### src/rtl/result_display_ctrl_if.sv
// Result-word stream between the NPU result source and the display buffer.
interface result_display_ctrl_if #(
   parameter int unsigned DIGITS = 4
);
   logic                  in_valid;
   logic [4*DIGITS-1:0]   in_data;
   logic                  in_ready;

   modport master (output in_valid, output in_data, input in_ready);
   modport slave  (input in_valid, input in_data, output in_ready);
endinterface

### src/rtl/result_display_ctrl.sv
// Buffers NPU result words and shows one entry at a time as hex nibbles.
// Optional feature macro: AUTO_SCROLL_EN (timer-driven advance every HOLD_CYCLES).
module result_display_ctrl #(
   parameter int unsigned DIGITS      = 4,
   parameter int unsigned DEPTH       = 16,
   parameter int unsigned HOLD_CYCLES = 50_000_000
) (
   input  logic                       clk,
   input  logic                       rst,
   result_display_ctrl_if.slave       res,
   input  logic                       step,
   input  logic                       clear,
   output logic [4*DIGITS-1:0]        nibbles,
   output logic [DIGITS-1:0]          digit_blank,
   output logic [$clog2(DEPTH)-1:0]   index,
   output logic [$clog2(DEPTH):0]     count
);
   localparam int unsigned DATA_W = 4 * DIGITS;
   localparam int unsigned IW     = $clog2(DEPTH);
   localparam int unsigned CW     = IW + 1;

   if (DEPTH < 2 || (DEPTH & (DEPTH - 1)) != 0 || HOLD_CYCLES < 2) begin : g_bad_param
      $error("result_display_ctrl: DEPTH must be a power of 2 >= 2 and HOLD_CYCLES >= 2");
   end

   typedef enum logic {EMPTY, SHOW} state_t;

   state_t              state, state_n;
   logic [DATA_W-1:0]   mem [DEPTH];
   logic [DATA_W-1:0]   nibbles_n;
   logic [DIGITS-1:0]   blank_n;
   logic [IW-1:0]       index_n, idx_next;
   logic [CW-1:0]       count_n;
   logic                wr, expire, adv;

   assign res.in_ready = (count < CW'(DEPTH)) && !clear;
   assign wr           = res.in_valid && res.in_ready;

`ifdef AUTO_SCROLL_EN
   localparam int unsigned TW = $clog2(HOLD_CYCLES);
   logic [TW-1:0] timer, timer_n;
   assign expire = (state == SHOW) && (timer == TW'(HOLD_CYCLES - 1));
`else
   assign expire = 1'b0;
`endif

   // A step coinciding with timer expiry yields a single advance.
   assign adv      = (state == SHOW) && !clear && (step || expire);
   // Wrap against the count held before any write in this same cycle.
   assign idx_next = ({1'b0, index} == count - CW'(1)) ? '0 : index + IW'(1);

   always_comb begin
      state_n   = state;
      count_n   = count;
      index_n   = index;
      nibbles_n = nibbles;
      blank_n   = digit_blank;
`ifdef AUTO_SCROLL_EN
      timer_n   = timer;
`endif
      if (clear) begin
         state_n   = EMPTY;
         count_n   = '0;
         index_n   = '0;
         nibbles_n = '0;
         blank_n   = '1;
`ifdef AUTO_SCROLL_EN
         timer_n   = '0;
`endif
      end else begin
         if (wr) count_n = count + CW'(1);
         case (state)
            EMPTY: begin
               if (wr) begin
                  state_n   = SHOW;
                  index_n   = '0;
                  nibbles_n = res.in_data;
                  blank_n   = '0;
               end
            end
            SHOW: begin
               if (adv) begin
                  index_n   = idx_next;
                  nibbles_n = mem[idx_next];
               end
            end
            default: state_n = EMPTY;
         endcase
`ifdef AUTO_SCROLL_EN
         if (state != SHOW || adv) timer_n = '0;
         else                      timer_n = timer + TW'(1);
`endif
      end
   end

   always_ff @(posedge clk or posedge rst) begin
      if (rst) begin
         state       <= EMPTY;
         count       <= '0;
         index       <= '0;
         nibbles     <= '0;
         digit_blank <= '1;
`ifdef AUTO_SCROLL_EN
         timer       <= '0;
`endif
      end else begin
         state       <= state_n;
         count       <= count_n;
         index       <= index_n;
         nibbles     <= nibbles_n;
         digit_blank <= blank_n;
`ifdef AUTO_SCROLL_EN
         timer       <= timer_n;
`endif
      end
   end

   always_ff @(posedge clk) begin
      if (wr) mem[count[IW-1:0]] <= res.in_data;
   end
endmodule
### src/flat_wrapper.sv
// flat-port wrapper written by rule: the top's interface ports become plain ports
module result_display_ctrl_flat 
#(
   parameter int unsigned DIGITS      = 4,
   parameter int unsigned DEPTH       = 16,
   parameter int unsigned HOLD_CYCLES = 50_000_000
)
  (clk, rst, step, clear, nibbles, digit_blank, index, count, res_in_valid, res_in_data, res_in_ready);
  result_display_ctrl_if #(.DIGITS(DIGITS)) res_i ();
  input  logic clk;
  input  logic rst;
  input  logic step;
  input  logic clear;
  output logic [4*DIGITS-1:0] nibbles;
  output logic [DIGITS-1:0] digit_blank;
  output logic [$clog2(DEPTH)-1:0] index;
  output logic [$clog2(DEPTH):0] count;
  input wire logic [$bits(res_i.in_valid)-1:0] res_in_valid;
  input wire logic [$bits(res_i.in_data)-1:0] res_in_data;
  output wire logic [$bits(res_i.in_ready)-1:0] res_in_ready;
  assign res_i.in_valid = res_in_valid;
  assign res_i.in_data = res_in_data;
  assign res_in_ready = res_i.in_ready;
  result_display_ctrl #(.DIGITS(DIGITS), .DEPTH(DEPTH), .HOLD_CYCLES(HOLD_CYCLES)) u_core (.clk(clk), .rst(rst), .res(res_i), .step(step), .clear(clear), .nibbles(nibbles), .digit_blank(digit_blank), .index(index), .count(count));
endmodule
### config.mk
export PLATFORM = sky130hd
export DESIGN_NAME = result_display_ctrl_flat
export DESIGN_NICKNAME = d
export VERILOG_FILES = /design/src/rtl/result_display_ctrl_if.sv /design/src/rtl/result_display_ctrl.sv /design/src/flat_wrapper.sv
export SDC_FILE = /design/constraint.sdc
export NUM_CORES = 1
export LEC_CHECK = 0
export BUFFER_PORTS_ARGS = -buffer_cell sky130_fd_sc_hd__buf_2
export CAP_MARGIN = 5
export CORE_MARGIN = 10
export CORE_UTILIZATION = 45
export CTS_BUF_LIST = sky130_fd_sc_hd__clkbuf_8
export DETAILED_ROUTE_END_ITERATION = 8
export SLEW_MARGIN = 15
export SYNTH_ARGS = -nofsm -noshare
export SYNTH_HDL_FRONTEND = slang
export SYNTH_SLANG_ARGS = --single-unit
### constraint.sdc
create_clock -name clk -period 3.03 [get_ports clk]
set_input_delay 0.606 -clock clk [delete_from_list [all_inputs] [get_ports clk]]
set_output_delay 0.606 -clock clk [all_outputs]
set_load 0.01 [all_outputs]
* Word level (Yosys, flattened, before mapping) *
Memory sizes are Yosys's and may differ from the RTL's.
Cells that the tools add are included.

word-level totals
  register bits after elaboration = 30
  memory bits (writable) = 256
  word-level logic and storage cells = 40
  memories kept = 1

memories
  name        depth  bits a word  rd ports  clocked after memory_dff  write ports  line                       text
  u_core.mem  16     16           1         0                         1            result_display_ctrl.sv:29  logic [DATA_W-1:0] mem [DEPTH];

cells by class
  add/subtract/negate cells = 3
  magnitude comparators = 1
  eq/ne operators = 4
  multiplexer cells = 17
  bitwise logic cells = 1
  reduce and logical (&&, ||, !) cells = 8

operators by type and width
  cell                                                                      count
  16-bit two-way mux                                                        3
  16-bit one-hot mux with 2 select lines                                    1
  4-bit two-way mux                                                         6
  5-bit two-way mux                                                         2
  4-bit one-hot mux with 2 select lines                                     1
  5-bit by 1-bit adder with 5-bit output (second input constant)            1
  4-bit by 5-bit equality test with 1-bit output                            1
  5-bit less-than comparator (second input constant)                        1
  5-bit by 1-bit subtractor with 5-bit output (second input constant)       1
  4-bit by 1-bit adder with 4-bit output (second input constant)            1
  1-bit logical AND                                                         4
  1-bit two-way mux                                                         4
  2-bit AND reduction                                                       2
  3-bit by 2-bit inequality test with 1-bit output (second input constant)  1
  3-bit inequality test (second input constant)                             1
  2-bit inequality test (second input constant)                             1
  2-bit nonzero test                                                        1
  1-bit logical NOT                                                         1
  1-bit inverter                                                            1

* Logic depth before layout (Yosys ltp) *
Gate-level depths: netlist of run 1.
An unclocked memory read counts as a cell.

  depth in word-level cells = 7
  depth in mapped cells = 11
  gate-level depth less buffers = 8

* Least setup slack after synthesis of run 1 *
OpenSTA, ideal clock, no wires.

  path kind = input-to-reg
  from = in clear
  to = mem u_core.mem[0][0] in the netlist's numbering, enable pin
  setup time = 0.409 ns
  arrival = 2.517 ns
  required time = 2.621 ns
  slack = 0.104 ns
  stages on the path = 4
  cells stage by stage = clkbuf_1 > nor3b_2 > nand2_1 > nor3_1

between the ends
  longest elaborated chain between the ends = 5

ends and longest elaborated chain
  item                                     line                        text
  from (decl)                              flat_wrapper.sv:13          input logic clear;
  1-bit logical NOT                        result_display_ctrl.sv:36   assign res.in_ready = (count < CW'(DEPTH)) && !clear;
  1-bit logical AND                        result_display_ctrl.sv:36
  1-bit logical AND                        result_display_ctrl.sv:37   assign wr = res.in_valid && res.in_ready;
  1-bit two-way mux                        result_display_ctrl.sv:119  if (wr) mem[count[IW-1:0]] <= res.in_data;
  1-bit two-way mux (not written as such)  result_display_ctrl.sv:119
  to (decl)                                result_display_ctrl.sv:29

No other way between the ends.

* Final worst setup path of run 1 *
  from = reg u_core.count[3]
  to = reg u_core.nibbles[8]

between the ends
  longest elaborated chain between the ends = 7

ends and longest elaborated chain
  item                                            line                        text
  from (decl)                                     result_display_ctrl.sv:16   output logic [$clog2(DEPTH):0] count
  from (signal assigned)                          result_display_ctrl.sv:108  count <= count_n;
  5-bit by 1-bit subtractor with 5-bit output     result_display_ctrl.sv:50   assign idx_next = ({1'b0, index} == count - CW'(1)) ? '0 : index + IW'(1);
  4-bit by 5-bit equality test with 1-bit output  result_display_ctrl.sv:50
  4-bit two-way mux                               result_display_ctrl.sv:50
  memory read 16 x 16 bit                         n/a
  16-bit two-way mux                              result_display_ctrl.sv:82   if (adv) begin
  16-bit one-hot mux with 2 select lines          result_display_ctrl.sv:72   case (state)
  16-bit two-way mux                              result_display_ctrl.sv:61   if (clear) begin
  to (signal assigned)                            result_display_ctrl.sv:110  nibbles <= nibbles_n;
  to (decl)                                       result_display_ctrl.sv:13   output logic [4*DIGITS-1:0] nibbles,

Parallel ways exist; a longest one is shown, timed or not. The select of a mux whose other input is x is not followed.
A chain may end at the register's enable or synchronous reset.

==> results of run 1 <==
-- layout make-up --
type                       count  share of cell area, %
antenna                        1                0.01846
clock buffer                  50                  5.077
clock inverter                34                  1.135
inverter                       6                 0.1661
multi-input combinational    383                  24.15
sequential                   283                  61.73
tap                          335                  3.092
timing repair buffer          92                  4.634
-- cell usage in the layout (no fill, tap or decap), types with 2 or more instances in the layout --
cell type	count
buf_4	37
nor2_2	14
nor3_1	5
clkinv_2	3
o221ai_1	17
clkbuf_8	50
mux2_2	32
o41ai_4	3
mux4_2	16
inv_1	30
a21o_1	3
mux2i_1	15
buf_2	50
xnor2_1	7
o22ai_1	30
o21a_1	15
nand2_1	15
xnor2_2	2
nor3_2	14
nand2b_1	4
edfxtp_1	256
o211ai_2	15
ha_1	5
o211ai_1	15
nor2b_1	2
xor2_1	6
buf_12	5
inv_6	2
nor2_1	53
nand3_1	3
a311o_1	15
a21oi_1	32
dfrtp_1	25
a22o_1	16
clkinv_1	4
o41a_1	2
-- state kept, by name (all words and copies together) (netlist names) --
name                flops
u_core.count            5
u_core.digit_blank      1
u_core.index            4
u_core.mem            256
u_core.nibbles         16
u_core.state            1
-- synth_stat cells (all sizes together) (2+ instances only) --
library cell,number
edfxtp,256
nor2,68
a21oi,32
mux2,32
o211ai,30
o22ai,30
buf,28
dfrtp,26
clkbuf,20
nor3,20
o221ai,17
a22o,16
mux4,16
a311o,15
mux2i,15
nand2,15
o21a,15
xnor2,10
xor2,7
ha,6
inv,6
nand2b,4
o41ai,4
a21o,3
nand3,3
nor3b,3
a41oi,2
nor2b,2
o21ai,2
o41a,2
-- per-stage QoR --
stage | power [µW] | std cells | hold slack [ns] | setup WS, ns
4_1_cts | 8274 | 1183 | 0.1332 | 0.1752
6_report | 8193 | 1184 | 0.1261 | 0.1502
2_1_floorplan | 4978 | 720 | 0.5311 | 0.1036
3_3_place_gp | 5251 | 1099 | 0.5172 | 0.3576
3_5_place_dp | 5275 | 1099 | 0.5230 | 0.2077
5_1_grt | 8506 | 1184 | 0.1418 | 0.05749
-- power by group --
part	internal [µW]	switching, µW	leakage [µW]
Clock	1530	1470	0.000521
Combinational	312	502	0.00146
Sequential	4330	55.9	0.00266
-- routing by layer --
layer  vias to the layer above  global-route usage (%)
met5                         -                       0
met4                         0                   7.257
met3                        78                   4.115
met2                       343                   28.97
met1                      3605                   24.94
li1                       3069                       -
-- worst min-delay path by stage --
stage                     slack, ns                           endpoint  cells past startpoint
after floorplan                0.53             u_core.state$_DFF_PP0_                      1
after global placement         0.52  u_core.digit_blank[2]$_DFFE_PP1P_                      1
after detailed placement       0.52  u_core.digit_blank[2]$_DFFE_PP1P_                      1
after CTS                      0.13        u_core.count[1]$_DFFE_PP0P_                      2
after global routing           0.14        u_core.index[2]$_DFFE_PP0P_                      2
final                          0.13     u_core.nibbles[12]$_DFFE_PP0P_                      2
-- worst register-to-register path: stages, from the launching register on --
cell and delay [ns]:
dfrtp_1 0.67, xnor2_2 0.21, xnor2_4 0.41, o41a_1 0.94
o221ai_1 0.28, o211ai_2 0.20, o21a_1 0.13
-- logic make-up after synthesis --
family	count (synthesis)	share of synthesized area (%)
buffers and inverters	54	2.457
AO/OA/AOI/OAI	177	12.16
XOR/XNOR	17	1.698
multiplexers	63	7.339
adder cells (fa/ha/maj)	6	0.6326
AND/OR/NAND/NOR	120	5.230
flip-flops	283	70.49
==> results.yml, run 1 <==
worst_setup_path:
  r2r_start: "u_core.count[3]$_DFFE_PP0P_"
  cp-endpoint: "u_core.nibbles[8]$_DFFE_PP0P_"
  crit_path_max_incr_delay_ns: 0.94
  cp_slowest_cell: "o41a_1"
  r2r_slack_ns: 0.15
  path_max_fanout: 15
  crit_family: "compound AO/OA/AOI/OAI gates"
  cp.depth: 6
  crit_type: "register to register"
  cp-end-kind: "register"
  cp.buffers_inverters: 0
  cp.arrival_ns: 3.39
  r2r-end: "u_core.nibbles[8]$_DFFE_PP0P_"
  crit_path_start_kind: "register"
  timing.critical_path.from: "u_core.count[3]$_DFFE_PP0P_"
  required_ns: 3.54
  crit_path_cell_trace: "xnor2_2, xnor2_4, o41a_1, o221ai_1, o211ai_2, o21a_1"
  r2r_cells: 6
sta:
  rsz0062_at_grt: "false"
  hold_violations: 0
  setup_viol: 0
  setup_tns_ns: 0
  tightest_slew_ns: 1.109
  fmaxAchievable_ghz: 0.3473
  fin_skew_ns: 0.02003
  final.period_utilization_pct: 95.04
  min_period_ns: 2.880
  max_slew_margin_pct: 26.08
  slew_viol_final: 0
floorplan:
  die_area_um2: 33260
  core_area_um2: 25980
  start_util_pct: 45.67
  die_height_um: 182.4
  num_rows: 59
  io_pins: 51
  die_w_um: 182.4
layout:
  fin_util_pct: 52.17
  final_cell_area_um2: 13560
  multi_input_area_um2: 3273
  drive_above_1_share_pct: 30.19
  seq_area_um2: 8368
  area_delta_synth_final_pct: 14.23
  fillers: 2179
  finalNetCount: 839
synth:
  synth_area_leaders: "edfxtp_1 65%, dfrtp_1 5.5%, mux2_2 3.0%"
  async_flop_share_pct: 9.541
  synth_flop_cell: "edfxtp_1"
  synth_edf_count: 256
  syn-cell-area_um2: 11870
  ys_seq_elements: 283
  syn-num-nets: 747
  syn_inst: 720
  yosysSeqAreaShare_pct: 70.49
  yosys.cell_types.count: 61
  synth_top_cell_by_area: "edfxtp_1"
  syn_area_per_cell_um2: 16.48
  yosysWarnings: 0
  yosysTopAreaCellShare_pct: 64.78
grt:
  track_usage_pct: 18.62
  overflow: 0
  grt_pass1_vias: 7273
  antenna_found_initial: 3
  grt_max_degree: 40
  grt_first_pass_wirelength_mm: 46.90
clocking:
  cts_tree: "done"
  post_cts_resized: 0
  clk_path_buf_depth: 3
  clkSinkCount: 283
  cts-root-buf: "clkbuf_8"
  clkTransAtPathRegs_ns: 0.06
  cts_setup_buffers: 0
  cts_hold_buf: 0
  insertion_delay_ns: 0.57
  cts_buffers: 46
  cts-htree-levels: 2
routing:
  drc: 0
  dr_wl_met3_mm: 2.700
  drt_pass1_iterations: 9
  vias: 7095
  topRoutingLayerUsed: "met4"
  vias_per_cell: 5.992
  wl_met1_mm: 12.96
  drt_iter0_markers: 727
  routedWlPerCell_um: 26.50
  met2WireLength_mm: 14.78
  ant_nets: 0
  wl_mm: 31.37
pwr:
  peakVddDrop_mv: 0.3480
  leakagePower_uw: 0.004641
  p_per_area_nw_per_um2: 604.4
placement:
  gp_congestion: 0.8418
  place.port_buffers: 50
  dpl_cell_area_um2: 12710
  post-dp-hpwl_mm: 18.28
outcome:
  status: "finished clean"
run:
  cap_violations: 0
worst_hold_path:
  worstHoldPathType: "input pin to asynchronous set/reset pin"
No activity file was read; power rests on OpenSTA's default activity.
==> run 2: changes to the inputs <==
CORE_UTILIZATION = 49   (was 45)
CTS_CLUSTER_SIZE = 16   (was default)
PLACE_DENSITY = 0.66   (was default)
SLEW_MARGIN = 10   (was 15)
==> run 2 against run 1 <==
Against the previous run: first-iteration DRC count is 13% higher; count of clock-buffer cells in the layout fell by 2; setup slack is essentially flat; die area down 7.3%; clock skew rose by 0.0036 ns; design area down 0.53%; critical endpoint unchanged.
==> results.yml, run 2 (synthesized netlist as in run 1, its figures left out) <==
layout:
  largest_reg_flops: 256
  fillers: 1858
  final_cell_area_um2: 13480
  drive_above_1_share_pct: 29.38
  final_common_cell: "edfxtp_1"
  stdcell_count: 1164
  fin_util_pct: 56.94
  area_delta_synth_final_pct: 13.63
  final_cell_mix: "256 x edfxtp_1, 56 x nor2_1, 50 x buf_2"
  finalNetCount: 838
placement:
  post-dp-hpwl_mm: 17.91
  dpl_cell_area_um2: 12680
  gp_congestion: 0.8433
  place.port_buffers: 50
  placed_cells: 1082
worst_hold_path:
  worstHoldPathType: "input pin to asynchronous set/reset pin"
clocking:
  cts_hold_buf: 0
  cts_tree: "done"
  cts_buffers: 46
  clk_path_buf_depth: 3
  insertion_delay_ns: 0.55
  cts_setup_buffers: 0
  clkSinkCount: 283
  cts-root-buf: "clkbuf_8"
  clkTransAtPathRegs_ns: 0.06
  post_cts_resized: 0
  cts-htree-levels: 2
grt:
  grt_first_pass_wirelength_mm: 45.75
  grt_pass1_vias: 7300
  antenna_found_initial: 1
  track_usage_pct: 19.31
  grt_max_degree: 46
  overflow: 0
sta:
  hold_violations: 0
  min_period_ns: 2.880
  final.period_utilization_pct: 95.04
  rsz0062_at_grt: "false"
  fmaxAchievable_ghz: 0.3473
  fin_skew_ns: 0.02366
  tightest_slew_ns: 0.9087
  setup_viol: 0
  max_slew_margin_pct: 39.42
  slew_viol_final: 0
  setup_tns_ns: 0
routing:
  ant_nets: 0
  drc: 0
  wl_mm: 30.02
  vias: 7106
  drt_pass1_iterations: 5
  vias_per_cell: 6.105
  routedWlPerCell_um: 25.79
  drt_iter0_markers: 818
run:
  cap_violations: 0
floorplan:
  num_rows: 56
  core_area_um2: 23680
  die_height_um: 175.6
  io_pins: 51
  die_area_um2: 30840
  die_w_um: 175.6
  start_util_pct: 50.11
worst_setup_path:
  required_ns: 3.51
  crit_family: "compound AO/OA/AOI/OAI gates"
  path_max_fanout: 15
  crit_path_start_kind: "register"
  cp.arrival_ns: 3.36
  crit_path_cell_trace: "inv_1, ha_1, xnor2_1, xnor2_2, o41a_1, o221ai_1, o211ai_2, o21a_1"
  cp.buffers_inverters: 1
  cp_slowest_cell: "o41a_1"
  crit_path_max_incr_delay_ns: 0.85
  crit_type: "register to register"
  cp-end-kind: "register"
pwr:
  peakVddDrop_mv: 0.4674
  p_per_area_nw_per_um2: 600.0
  leakagePower_uw: 0.004600
outcome:
  status: "finished clean"
==> run 2: cell types whose count changed in the layout (fill, tap and decap cells not counted), sizes merged <==
cell,change
inv,-6
clkinv,+3
clkbuf,-2
clkinvlp,+2
buf,-1
==> run 2: worst reg2reg max path, cell delays in order (launching register included) <==
cell,delay (ns)
dfrtp_1,0.34
inv_1,0.08
ha_1,0.23
xnor2_1,0.19
xnor2_2,0.54
o41a_1,0.85
o221ai_1,0.24
o211ai_2,0.20
o21a_1,0.15
==> run 2: metal layers <==
layer  share of wire (%)  vias up  global-route usage, %
met1                  41     3542                  25.58
met5                   0        -                      0
li1                    -     3064                      -
met2                  46      412                  29.72
met3                 9.7       88                  5.125
met4                 3.4        0                  7.806
==> run 2: per-stage QoR <==
step / hold slack [ns] / total power, µW / setup WS, ns
4_1_cts: 0.1389 / 8149 / 0.2024
2_1_floorplan: 0.5311 / 4978 / 0.1036
6_report: 0.1519 / 8090 / 0.1504
3_3_place_gp: 0.5171 / 5245 / 0.3070
3_5_place_dp: 0.5226 / 5266 / 0.2156
5_1_grt: 0.1696 / 8399 / 0.03563
==> run 2: final timing paths <==
check	cells after the start	start	to	slack, ns
worst min-delay path	3	rst	u_core.nibbles[10]$_DFFE_PP0P_	0.15
max in group asynchronous	3	rst	u_core.index[0]$_DFFE_PP0P_	2.53
min in group clk	2	clear	u_core.index[0]$_DFFE_PP0P_	0.37
worst max-delay path	8	u_core.count[0]$_DFFE_PP0P_	u_core.nibbles[8]$_DFFE_PP0P_	0.15
worst max register to register	8	u_core.count[0]$_DFFE_PP0P_	u_core.nibbles[8]$_DFFE_PP0P_	0.15
worst min register to register	1	u_core.digit_blank[2]$_DFFE_PP1P_	u_core.digit_blank[2]$_DFFE_PP1P_	0.53
==> run 2: where the power goes <==
part	internal, µW	total [µW]	switching (µW)
logic	311	819	508
registers	4330	4370	48.1
clock network	1460	2900	1430
total	6100	8090	1990
==> run 2: area by class of cell <==
class                      instances  area, µm²  area share, %
antenna                            1      2.502        0.01856
clock buffer                      48      660.6          4.899
clock inverter                    33      145.1          1.076
inverter                           6      22.52         0.1670
multi-input combinational        383       3266          24.22
sequential                       283       8368          62.06
tap                              319      399.1          2.960
timing repair buffer              91      620.6          4.602
